===== src/rtl/uart_byte_rx.sv =====
// ---------------------------------------------------------------------------
// uart_byte_rx
//
// Purpose:
//   UART receiver for 8N1 frames (8E1 when UART_RX_PARITY_EN is defined).
//   The asynchronous pin is synchronised first. A falling edge is detected
//   and qualified at mid start bit. Each following bit is sampled at its
//   middle. One byte is delivered per frame together with a single-cycle
//   strobe. Framing and parity errors are reported as single-cycle strobes.
//
// Configuration macro:
//   UART_RX_PARITY_EN  - when defined, an even-parity bit is expected
//                        between D7 and the stop bit. A mismatch raises
//                        parity_err. When undefined, frames are 8N1 and
//                        parity_err is tied low.
//
// Parameters:
//   SYNC_STAGES  number of synchroniser flops on uart_rx (minimum 2)
//   DIV_W        width of the bit-period divider and the divisor register
//
// Ports:
//   clk         in   system clock (50 MHz)
//   reset       in   asynchronous, active-high reset
//   baud_set    in   0:9600 1:19200 2:38400 3:57600 4:115200, 5-7:9600
//   uart_rx     in   serial input pin, idle high, asynchronous to clk
//   data_byte   out  last byte received without error, LSB received first
//   rx_done     out  1-clk pulse, data_byte updates on the same edge
//   frame_err   out  1-clk pulse, stop bit sampled low
//   parity_err  out  1-clk pulse, parity mismatch (parity build only)
//   uart_state  out  high while a frame is in progress (START..STOP)
// ---------------------------------------------------------------------------
module uart_byte_rx #(
   parameter int SYNC_STAGES = 2,
   parameter int DIV_W       = 16
) (
   input  logic       clk,
   input  logic       reset,
   input  logic [2:0] baud_set,
   input  logic       uart_rx,
   output logic [7:0] data_byte,
   output logic       rx_done,
   output logic       frame_err,
   output logic       parity_err,
   output logic       uart_state
);

`ifdef UART_RX_PARITY_EN
   typedef enum logic [2:0] {
      S_IDLE   = 3'd0,
      S_START  = 3'd1,
      S_DATA   = 3'd2,
      S_PARITY = 3'd3,
      S_STOP   = 3'd4
   } state_t;
`else
   typedef enum logic [2:0] {
      S_IDLE   = 3'd0,
      S_START  = 3'd1,
      S_DATA   = 3'd2,
      S_STOP   = 3'd4
   } state_t;
`endif

   // ------------------------------------------------------------------
   // Declarations
   // ------------------------------------------------------------------
   state_t                 r_state;
   state_t                 w_state_next;

   logic [SYNC_STAGES-1:0] r_sync;
   logic                   w_rx_s;
   logic                   r_rx_d;
   logic                   w_start_edge;
   logic                   r_break;

   logic [DIV_W-1:0]       w_div_sel;
   logic [DIV_W-1:0]       r_div;
   logic [DIV_W-1:0]       w_half;
   logic [DIV_W-1:0]       r_div_cnt;
   logic                   w_half_hit;
   logic                   w_bit_hit;

   logic [2:0]             r_bit_cnt;
   logic [7:0]             r_shift;

   logic [7:0]             r_data_byte;
   logic                   r_rx_done;
   logic                   r_frame_err;

`ifdef UART_RX_PARITY_EN
   logic                   r_par_bit;
   logic                   r_parity_err;
   logic                   w_par_bad;
`endif

   // ------------------------------------------------------------------
   // Input synchroniser and edge detector.
   // The flops reset to 1 so that reset release never looks like a start
   // edge on an idle line.
   // ------------------------------------------------------------------
   always_ff @(posedge clk or posedge reset) begin
      if (reset) begin
         r_sync <= '1;
         r_rx_d <= 1'b1;
      end else begin
         r_sync <= {r_sync[SYNC_STAGES-2:0], uart_rx};
         r_rx_d <= w_rx_s;
      end
   end

   assign w_rx_s = r_sync[SYNC_STAGES-1];

   // r_break blocks retriggering after a framing error until the line has
   // been seen high. Otherwise a break or a stuck-low line could chain
   // bogus frames.
   assign w_start_edge = (r_state == S_IDLE) & r_rx_d & ~w_rx_s & ~r_break;

   // ------------------------------------------------------------------
   // Baud divisor selection: one bit period is divisor+1 clocks.
   // ------------------------------------------------------------------
   always_comb begin
      w_div_sel = DIV_W'(5207);
      case (baud_set)
         3'd0:    w_div_sel = DIV_W'(5207);
         3'd1:    w_div_sel = DIV_W'(2603);
         3'd2:    w_div_sel = DIV_W'(1301);
         3'd3:    w_div_sel = DIV_W'(867);
         3'd4:    w_div_sel = DIV_W'(433);
         default: w_div_sel = DIV_W'(5207);
      endcase
   end

   assign w_half     = r_div >> 1;
   assign w_half_hit = (r_div_cnt == w_half);
   assign w_bit_hit  = (r_div_cnt == r_div);

`ifdef UART_RX_PARITY_EN
   // Even parity: the XOR of the data bits and the parity bit must be 0.
   assign w_par_bad = (^r_shift) ^ r_par_bit;
`endif

   // ------------------------------------------------------------------
   // FSM state register
   // ------------------------------------------------------------------
   always_ff @(posedge clk or posedge reset) begin
      if (reset) begin
         r_state <= S_IDLE;
      end else begin
         r_state <= w_state_next;
      end
   end

   // ------------------------------------------------------------------
   // FSM next-state logic
   // ------------------------------------------------------------------
   always_comb begin
      w_state_next = r_state;
      case (r_state)
         S_IDLE: begin
            if (w_start_edge) begin
               w_state_next = S_START;
            end
         end
         S_START: begin
            // Mid start bit: a high line means the edge was a glitch.
            if (w_half_hit) begin
               w_state_next = w_rx_s ? S_IDLE : S_DATA;
            end
         end
         S_DATA: begin
            if (w_bit_hit && (r_bit_cnt == 3'd7)) begin
`ifdef UART_RX_PARITY_EN
               w_state_next = S_PARITY;
`else
               w_state_next = S_STOP;
`endif
            end
         end
`ifdef UART_RX_PARITY_EN
         S_PARITY: begin
            if (w_bit_hit) begin
               w_state_next = S_STOP;
            end
         end
`endif
         S_STOP: begin
            // Leave at mid stop bit so an immediately following start edge
            // of a back-to-back frame is not missed.
            if (w_bit_hit) begin
               w_state_next = S_IDLE;
            end
         end
         default: begin
            w_state_next = S_IDLE;
         end
      endcase
   end

   // ------------------------------------------------------------------
   // Datapath: divider counter, shift register and result strobes
   // ------------------------------------------------------------------
   always_ff @(posedge clk or posedge reset) begin
      if (reset) begin
         r_div        <= DIV_W'(5207);
         r_div_cnt    <= '0;
         r_bit_cnt    <= 3'd0;
         r_shift      <= 8'h00;
         r_data_byte  <= 8'h00;
         r_rx_done    <= 1'b0;
         r_frame_err  <= 1'b0;
         r_break      <= 1'b0;
`ifdef UART_RX_PARITY_EN
         r_par_bit    <= 1'b0;
         r_parity_err <= 1'b0;
`endif
      end else begin
         r_rx_done    <= 1'b0;
         r_frame_err  <= 1'b0;
`ifdef UART_RX_PARITY_EN
         r_parity_err <= 1'b0;
`endif
         if (w_rx_s) begin
            r_break <= 1'b0;
         end

         case (r_state)
            S_IDLE: begin
               r_div_cnt <= '0;
               r_bit_cnt <= 3'd0;
               // Latch the divisor once per frame; later baud_set changes
               // do not affect a frame in progress.
               if (w_start_edge) begin
                  r_div <= w_div_sel;
               end
            end
            S_START: begin
               if (w_half_hit) begin
                  r_div_cnt <= '0;
               end else begin
                  r_div_cnt <= r_div_cnt + 1'b1;
               end
            end
            S_DATA: begin
               if (w_bit_hit) begin
                  r_div_cnt <= '0;
                  r_shift   <= {w_rx_s, r_shift[7:1]};
                  r_bit_cnt <= r_bit_cnt + 3'd1;
               end else begin
                  r_div_cnt <= r_div_cnt + 1'b1;
               end
            end
`ifdef UART_RX_PARITY_EN
            S_PARITY: begin
               if (w_bit_hit) begin
                  r_div_cnt <= '0;
                  r_par_bit <= w_rx_s;
               end else begin
                  r_div_cnt <= r_div_cnt + 1'b1;
               end
            end
`endif
            S_STOP: begin
               if (w_bit_hit) begin
                  r_div_cnt <= '0;
                  // A low stop bit outranks a parity mismatch.
                  if (!w_rx_s) begin
                     r_frame_err <= 1'b1;
                     r_break     <= 1'b1;
`ifdef UART_RX_PARITY_EN
                  end else if (w_par_bad) begin
                     r_parity_err <= 1'b1;
`endif
                  end else begin
                     r_data_byte <= r_shift;
                     r_rx_done   <= 1'b1;
                  end
               end else begin
                  r_div_cnt <= r_div_cnt + 1'b1;
               end
            end
            default: begin
               r_div_cnt <= '0;
            end
         endcase
      end
   end

   // ------------------------------------------------------------------
   // Outputs
   // ------------------------------------------------------------------
   assign data_byte  = r_data_byte;
   assign rx_done    = r_rx_done;
   assign frame_err  = r_frame_err;
   assign uart_state = (r_state != S_IDLE);

`ifdef UART_RX_PARITY_EN
   assign parity_err = r_parity_err;
`else
   assign parity_err = 1'b0;
`endif

endmodule


===== config.mk =====
export PLATFORM = sky130hd
export DESIGN_NAME = uart_byte_rx
export DESIGN_NICKNAME = d
export VERILOG_FILES = /design/src/rtl/uart_byte_rx.sv
export SDC_FILE = /design/constraint.sdc
export NUM_CORES = 1
export LEC_CHECK = 0
export CELL_PAD_IN_SITES_DETAIL_PLACEMENT = 0
export CELL_PAD_IN_SITES_GLOBAL_PLACEMENT = 2
export CORE_MARGIN = 2
export CORE_UTILIZATION = 40
export CTS_BUF_LIST = sky130_fd_sc_hd__clkbuf_4 sky130_fd_sc_hd__clkbuf_8
export DETAILED_ROUTE_END_ITERATION = 12
export PLACE_DENSITY = 0.9
export RECOVER_POWER = 25
export SLEW_MARGIN = 10
export SYNTH_ARGS = -nofsm -noshare
export SYNTH_HDL_FRONTEND = slang
export SYNTH_SLANG_ARGS = --single-unit

===== constraint.sdc =====
create_clock -name clk -period 3.6 [get_ports clk]
set_clock_uncertainty 0.15 [all_clocks]
set_input_delay 0.54 -clock clk [delete_from_list [all_inputs] [get_ports clk]]
set_output_delay 0.54 -clock clk [all_outputs]
set_load 0.01 [all_outputs]

==> results.yml <==
floorplan:
  die_area_um2: 7364
  num_rows: 29
  core_um2: 6422
  die_h_um: 85.82
  die_x_um: 85.82
  start_util_pct: 41.69
  ioPinCount: 18
final_layout:
  final_util_pct: 46.33
  layout-drive-gt1-share_pct: 15.97
  syn_to_final_growth_pct: 11.12
  nets: 271
  antenna-diode-count: 0
  fill_cells: 596
worst_setup_path:
  critPathRequiredTime_ns: 3.67
  path_max_fanout: 10
  critPathArrivalTime_ns: 2.96
  start_kind: "flop"
  worstSetupPathType: "reg -> reg"
  cp-end-kind: "flop"
timing:
  hold_viol: 0
  setup_tns_ns: 0
  slew_headroom_pct: 41.47
  setup_viol: 0
  worst_pin_slew_ns: 0.8780
  rsz0062_at_grt: "false"
  fmax_mhz: 345.8
  min_period_ns: 2.892
  period_share_pct: 80.33
  final_max_slew_viol_count: 0
clock_tree:
  cts-resized-gates: 0
  htree_levels: 2
  hold_buffers: 0
  numClockSinks: 54
  cts_buffer_depth: 2
  numCtsBuffers: 5
  cts_tree: "built"
  clock-root-buffer: "clkbuf_8"
  post_cts_buffers: 0
  clk_pin_slew_ns: 0.11
  clk_latency_ns: 0.32
place:
  portBuffers: 16
  globalplace.congestion: 0.7510
  hpwlAfterDp_um: 3595
outcome:
  status: "completed"
synthesis:
  synth_edf_count: 0
  yosysSeqAreaShare_pct: 50.84
  synth.most_common_cell: "dfrtp_1"
  synth_warnings: 0
  synth_nets: 259
  ys_types: 41
  synthArstFlopShare_pct: 100.0
  ys_seq_elements: 54
  netlist.area_leader.share_pct: 42.99
  synth.avg_cell_area_um2: 10.71
  yosysTopAreaCell: "dfrtp_1"
  ys_top_cells_by_count: "dfrtp_1 (46), nor2_1 (29), nand2_1 (22)"
  syn_inst: 250
  synth_ff_type: "dfrtp_1"
  synthesis.area_um2: 2678
  yosys-top-cells-area: "dfrtp_1 (43%), dfstp_2 (7.9%), xor2_1 (5.6%)"
route:
  avgViaCountPerCell: 5.188
  drt_iter0_drc: 89
  wl_per_cell_um: 14.31
  vias: 1764
  drc_errors: 0
  routed_wl_um: 4864
  final_antenna_net_count: 0
  drtPass1Iterations: 6
pwr:
  vdd_ir_drop_max_uv: 321.4
  leakagePower_nw: 1.356
  p_per_area_nw_per_um2: 554.1
global_route:
  grt-ovfl-total: 0
  gr-usage-all-layers_pct: 14.73
  antenna_found_initial: 0
  grt_pass1_wl_um: 8431
  grt_pass1_vias: 1696
  grt_max_degree: 24
min_path:
  hold_path.class: "reg -> reg"
job:
  maxCapViolCount: 0
==> critical path: stages, from the launching register on <==
cell and delay (ns):
dfrtp_1 0.48, xnor2_1 0.25, nand4_1 0.10, or4_1 0.68, or4_1 0.73, mux2_4 0.39
==> through the flow <==
stage / hold WS [ns] / instance area [um2] / setup WS (ns) / instances / power (mW)
2_1_floorplan: 0.1952 / 2678 / 1.046 / 250 / 1.140
3_3_place_gp: 0.1970 / 2863 / 0.7570 / 332 / 1.238
3_5_place_dp: 0.1994 / 2863 / 0.7001 / 332 / 1.242
4_1_cts: 0.2138 / 2979 / 0.6848 / 340 / 1.659
5_1_grt: 0.2213 / 2975 / 0.5947 / 340 / 1.763
6_report: 0.2179 / 2975 / 0.7082 / 340 / 1.649
==> cell usage in the layout (no fill, tap or decap), types with 6 or more instances in the layout <==
cell             netlist  routed
clkdlybuf4s50_1        0      14
mux2_4                 8       8
nand4_1                6       6
nand2_1               22      22
xnor2_1               13      13
nor2_1                29      29
inv_1                  9       9
mux2_2                 9       9
dfrtp_1               46      46
o21ai_0               11      11
dfstp_2                8       7
xor2_1                17      17
nand3_1               13      13
==> cell families after synthesis <==
family | after synthesis | synth area share [%]
flip-flops | 54 | 50.84
multiplexers | 18 | 8.645
adder cells (fa/ha/maj) | 3 | 1.402
AO/OA/AOI/OAI | 24 | 5.421
buffers and inverters | 23 | 4.766
XOR/XNOR | 33 | 11.64
other | 1 | 0.1401
AND/OR/NAND/NOR | 94 | 17.15
==> flip-flops by register name, indices dropped and copies added (netlist names) <==
name	flops
r_break	1
r_rx_d	1
r_div_cnt	16
data_byte	8
r_div	10
rx_done	1
frame_err	1
r_bit_cnt	3
r_state	3
r_sync	2
r_shift	8
==> per-layer routing <==
layer | vias up | share of wire [%] | track usage (%)
li1 | 870 | - | -
met1 | 855 | 49 | 19.71
met2 | 33 | 46 | 23.44
met3 | 6 | 3.2 | 4.235
met4 | 0 | 1.3 | 4.185
met5 | - | 0 | 0
==> final cells by class <==
class	count	area [um2]	share of cell area (%)
Inverter	9	33.78	1.135
Multi-Input combinational cell	173	1189	39.95
Sequential cell	54	1361	45.75
Tap cell	77	96.34	3.238
Clock inverter	3	47.55	1.598
Timing Repair Buffer	19	178.9	6.013
Clock buffer	5	68.82	2.313
==> power by group <==
part           total (mW)  switching (mW)  internal, mW  leakage [nW]
clock               0.421           0.210         0.211        0.0587
sequential          0.857           0.143         0.713         0.709
combinational       0.371           0.185         0.186         0.589
==> final timing paths <==
kind,from,endpoint,slack [ns],depth (start not counted)
worst min register to register,r_sync[0],r_sync[1],0.22,0
min in group asynchronous,reset,r_div_cnt[8],0.56,2
worst min-delay path,r_sync[0],r_sync[1],0.22,0
worst max register to register,r_div_cnt[6],data_byte[5],0.71,5
max in group asynchronous,reset,r_shift[0],1.55,3
worst max-delay path,r_div_cnt[6],data_byte[5],0.71,5
Note: power is estimated with default switching activity, not from simulation.
